$ cat src/rtl/tiny16_pkg.sv
// Shared tiny16 datapath constants and types, reused by the register file, ALU and decode.
package tiny16_pkg;
    localparam int DATA_WIDTH = 16;
    localparam int ADDR_WIDTH = 3;
    localparam int NUM_REGS   = 2 ** ADDR_WIDTH;

    typedef logic [DATA_WIDTH-1:0] word_t;
    typedef logic [ADDR_WIDTH-1:0] reg_idx_t;
endpackage

$ cat src/rtl/registers_if.sv
// Register-file access bus: read/write selects, enables, write data and both read outputs.
interface registers_if;
    import tiny16_pkg::*;

    reg_idx_t src_sel;
    reg_idx_t dst_sel;
    logic     out_en;
    logic     in_en;
    word_t    in;
    word_t    src;
    word_t    dst;

    modport master (
        output src_sel, dst_sel, out_en, in_en, in,
        input  src, dst
    );

    modport slave (
        input  src_sel, dst_sel, out_en, in_en, in,
        output src, dst
    );
endinterface

$ cat src/rtl/regfile_read_port.sv
// One register-file read port: select mux feeding an output register that only loads on out_en.
module regfile_read_port
    import tiny16_pkg::*;
(
    input  logic     clk,
    input  logic     rst,
    input  logic     out_en,
    input  reg_idx_t sel,
    input  word_t    regs [NUM_REGS],
    output word_t    q
);
    word_t q_reg;

    // regs carries pre-edge contents, so a same-edge write is not seen here (read-before-write).
    always_ff @(posedge clk or negedge rst) begin
        if (!rst) begin
            q_reg <= '0;
        end else if (out_en) begin
            q_reg <= regs[sel];
        end
    end

    assign q = q_reg;
endmodule

$ cat src/rtl/registers.sv
// tiny16 general-purpose register file: 8 x 16-bit, two registered read ports, one write port on dst_sel.
module registers
    import tiny16_pkg::*;
(
    input  logic        clk,
    input  logic        rst,
    registers_if.slave  bus
);
    word_t regs_reg [NUM_REGS];
    word_t src_q;
    word_t dst_q;

    // Each register owns its write decode; r0 is ordinary storage.
    generate
        for (genvar gi = 0; gi < NUM_REGS; gi++) begin : g_reg
            always_ff @(posedge clk or negedge rst) begin
                if (!rst) begin
                    regs_reg[gi] <= '0;
                end else if (bus.in_en && (bus.dst_sel == reg_idx_t'(gi))) begin
                    regs_reg[gi] <= bus.in;
                end
            end
        end
    endgenerate

    regfile_read_port u_src_port (
        .clk    (clk),
        .rst    (rst),
        .out_en (bus.out_en),
        .sel    (bus.src_sel),
        .regs   (regs_reg),
        .q      (src_q)
    );

    regfile_read_port u_dst_port (
        .clk    (clk),
        .rst    (rst),
        .out_en (bus.out_en),
        .sel    (bus.dst_sel),
        .regs   (regs_reg),
        .q      (dst_q)
    );

    assign bus.src = src_q;
    assign bus.dst = dst_q;
endmodule

$ cat src/flat_wrapper.sv
// flat-port wrapper written by rule: the top's interface ports become plain ports
module registers_flat import tiny16_pkg::*;
  (clk, rst, bus_src_sel, bus_dst_sel, bus_out_en, bus_in_en, bus_in, bus_src, bus_dst);
  registers_if bus_i ();
  input  logic clk;
  input  logic rst;
  input wire logic [$bits(bus_i.src_sel)-1:0] bus_src_sel;
  input wire logic [$bits(bus_i.dst_sel)-1:0] bus_dst_sel;
  input wire logic [$bits(bus_i.out_en)-1:0] bus_out_en;
  input wire logic [$bits(bus_i.in_en)-1:0] bus_in_en;
  input wire logic [$bits(bus_i.in)-1:0] bus_in;
  output wire logic [$bits(bus_i.src)-1:0] bus_src;
  output wire logic [$bits(bus_i.dst)-1:0] bus_dst;
  assign bus_i.src_sel = bus_src_sel;
  assign bus_i.dst_sel = bus_dst_sel;
  assign bus_i.out_en = bus_out_en;
  assign bus_i.in_en = bus_in_en;
  assign bus_i.in = bus_in;
  assign bus_src = bus_i.src;
  assign bus_dst = bus_i.dst;
  registers u_core (.clk(clk), .rst(rst), .bus(bus_i));
endmodule
$ cat config.mk
export PLATFORM = sky130hd
export DESIGN_NAME = registers_flat
export DESIGN_NICKNAME = d
export VERILOG_FILES = /design/src/rtl/tiny16_pkg.sv /design/src/rtl/registers_if.sv /design/src/rtl/regfile_read_port.sv /design/src/rtl/registers.sv /design/src/flat_wrapper.sv
export SDC_FILE = /design/constraint.sdc
export NUM_CORES = 1
export LEC_CHECK = 0
export ABC_AREA = 1
export CAP_MARGIN = 30
export CORE_AREA = 4 4 130 132
export DETAILED_ROUTE_END_ITERATION = 8
export DIE_AREA = 0 0 134 136
export GPL_TIMING_DRIVEN = 1
export PLACE_DENSITY = 0.74
export SLEW_MARGIN = 5
export SYNTH_ARGS = -nofsm -noshare
export SYNTH_HDL_FRONTEND = slang
export SYNTH_SLANG_ARGS = --single-unit
$ cat constraint.sdc
create_clock -name clk -period 2.17 [get_ports clk]
set_input_delay 0.217 -clock clk [delete_from_list [all_inputs] [get_ports clk]]
set_output_delay 0.217 -clock clk [all_outputs]
set_load 0.01 [all_outputs]
==> out/summary.txt <==
Run status -> finished clean
Pre-antenna DRT Iters -> 7
Setup-failing EPs final -> 0
CTS tree -> built
Top cell type's share of synthesized area -> 0.4696
Count of nets after finishing -> 1,299
Die height -> 136 um
Synthesized instance count -> 1,237
Routed via count -> 8,088
TritonCTS Sinks -> 160
Highest attainable clock frequency -> 0.6155 GHz
Residual DRC count -> 0
Placement Rows -> 46
Reg-to-reg critical path startpoint -> u_core.regs_reg[98]
Worst Setup Start Kind -> flip-flop
Area after detailed placement -> 9306 sq um
Area enclosed by the die boundary -> 18,220 sq um
Headroom to the max-slew limit -> 0.5933
Buffers and inverters on the worst path -> 1
Clock latency reported for the late side of the worst-skew pair -> 430 ps
Num CTS Buffers -> 17
Ys Warns -> 0
Reg clk slew, reported paths -> 60 ps
Maximum number of pins on one net before global-route repair -> 64
Startpoint of the most critical setup path -> u_core.u_dst_port.q[10]
Distinct cell type count after synthesis -> 16
Worst-margin pin slew -> 610.1 ps
Endpoint required time on the critical path -> 1950 ps
Filler cells -> 1,437
RSZ-0062 raised after global routing -> false
Final non-filler cell area -> 9899 sq um
Number of placed I/O pins -> 58
Biggest area contributors in the synthesized netlist -> dfrtp_1, nand2_1, o21ai_0
Number of I/O port buffers -> 57
Top cell family by delay on the critical path -> buffers and inverters
Kind of critical path -> flip-flop to primary output
Post-synthesis register bit count -> 160
Series of cell instances along the critical path -> clkdlybuf4s50_1
Max-cap check violation count -> 0
Slowest-stage cell, CP -> clkdlybuf4s50_1
Max Buffers Root-to-Sink -> 2
Sequential element share of the synthesized area -> 0.4696
Effective utilization at floorplan -> 0.5427
Setup Total Neg Slack -> 0 ps
Via count of the first global-routing pass -> 7,647
X dimension of the die -> 134 um
CP Capture Type -> primary output
Total grt overflow -> 0
Arr. time, crit path -> 1410 ps
Count of final max-slew check failures -> 0
End-of-flow core utilization -> 0.6300
Flip-flop count of the largest register after layout -> 128
Routability congestion estimate from global placement -> 0.8702
Core area -> 15,710 sq um
Combined global-route utilization of all metal layers -> 0.2849
Top fanout value on the critical path -> 2
Yosys top cell by area -> dfrtp_1
Proportion of layout cells with a drive suffix above 1 -> 0.06065
Number of DRC markers in iteration 0 -> 988
Leakage dissipation -> 5.145 nW
Number of cells upsized or downsized after cts -> 0
Syn nets -> 1,263
Critical Path Max Stage Delay -> 560 ps
Antenna violations before repair -> 0
Routed wire length -> 24,820 um
Area growth, synth to finish -> 16.10%
Post-route antenna net violation count -> 0
Final HPWL from detailed placement -> 15,590 um
Post-DR wirelength/cell -> 16.52 um
Tcrit/Tclk final -> 0.7487
Max VDD drop -> 596.5 uV
Power per Cell Area -> 882.8 nW/um^2
Mapped cell area -> 8527 sq um
Clock tree skew after final layout -> 8.287 ps
Average via count per standard cell -> 5.385
Hold/Removal Path Class -> input pin to async pin
Clock Root Buffer -> clkbuf_16
Number of H-tree levels -> 4
Wire length of the first global-routing pass -> 40,510 um
Time the worst path needs with I/O delays and setup -> 1625 ps
Post-synthesis average cell area -> 6.893 sq um
Final Hold Fails -> 0
Antenna Diode Count -> 0
## area by class of cell
cell class | instances | area [sq um] | share of cell area
Tap cell | 216 | 270.3 | 0.02730
Clock inverter | 13 | 140.1 | 0.01416
Sequential cell | 160 | 4004 | 0.4044
Inverter | 125 | 469.2 | 0.04740
Clock buffer | 19 | 442.9 | 0.04474
Timing Repair Buffer | 96 | 907.1 | 0.09163
Multi-Input combinational cell | 873 | 3666 | 0.3703
## Yosys cell counts
cell type and number:
nand2_1 575, dfrtp_1 160, o21ai_0 147, nand3_1 146, inv_1 122, buf_2 38
clkbuf_1 22, buf_4 9, buf_1 7, inv_2 3, clkbuf_2 2, nor2_1 2
buf_6 1, nor2_2 1, nor2_4 1, nor3_4 1
## path summary, 6_finish.rpt
kind,to,slack (ps),cells past startpoint
worst min-delay path,u_core.regs_reg[2],350,2
worst max-delay path,bus_dst[10],550,1
worst min register to register,u_core.u_dst_port.q[0],480,2
max in group asynchronous,u_core.regs_reg[75],1170,3
worst max register to register,u_core.u_src_port.q[2],1080,6
min in group clk,u_core.regs_reg[4],390,3
## where the power goes
part | total [mW] | internal (mW) | switching, mW
clock | 2.96 | 1.72 | 1.24
sequential | 3.94 | 3.53 | 0.406
combinational | 1.84 | 0.757 | 1.09
## metal layers
| metal | wire [um] | part of all wire | vias up | track usage |
|---|---|---|---|---|
| met4 | 626 | 0.025 | 0 | 0.1097 |
| met1 | 10720 | 0.43 | 3730 | 0.3916 |
| met5 | 0 | 0 | - | 0 |
| met2 | 11270 | 0.45 | 389 | 0.4430 |
| li1 | - | - | 3916 | - |
| met3 | 2196 | 0.088 | 53 | 0.06477 |
## kinds of logic (layout without fill, tap and decap cells)
logic type / count (synthesis) / after routing / share of synthesized area
AO/OA/AOI/OAI: 147 / 147 / 0.08628
buffers and inverters: 204 / 253 / 0.1005
flip-flops: 160 / 160 / 0.4696
AND/OR/NAND/NOR: 726 / 726 / 0.3437
## what timing repair did
action / 4_1_cts / 5_1_grt
hold endpoints to repair: 58 / 0
hold buffers: 1 / 0
buffers inserted: 0 / 0
## placed cells by master, fill, tap and decap left out, drive strengths merged
cell           Yosys  layout
dlygate4sd3        0       1
buf               55      41
nand2            575     575
clkinvlp           0       4
nand3            146     146
bufinv             0       2
nor2               4       4
o21ai            147     147
clkbuf            24      19
nor3               1       1
dfrtp            160     160
clkinv             0       7
clkdlybuf4s50      0      54
inv              125     125
## stage by stage
stage | hold WS, ps | total power [mW] | cells | setup WS [ps]
global placement | 248.3 | 5.728 | 1469 | 453.0
detailed placement | 249.3 | 5.789 | 1469 | 429.1
finish | 346.3 | 8.739 | 1502 | 545.3
CTS | 363.0 | 8.751 | 1502 | 536.3
floorplan | -78.59 | 5.082 | 1237 | 1066
global route | 394.0 | 9.251 | 1502 | 510.5
Power figures use the tool's default switching activity.
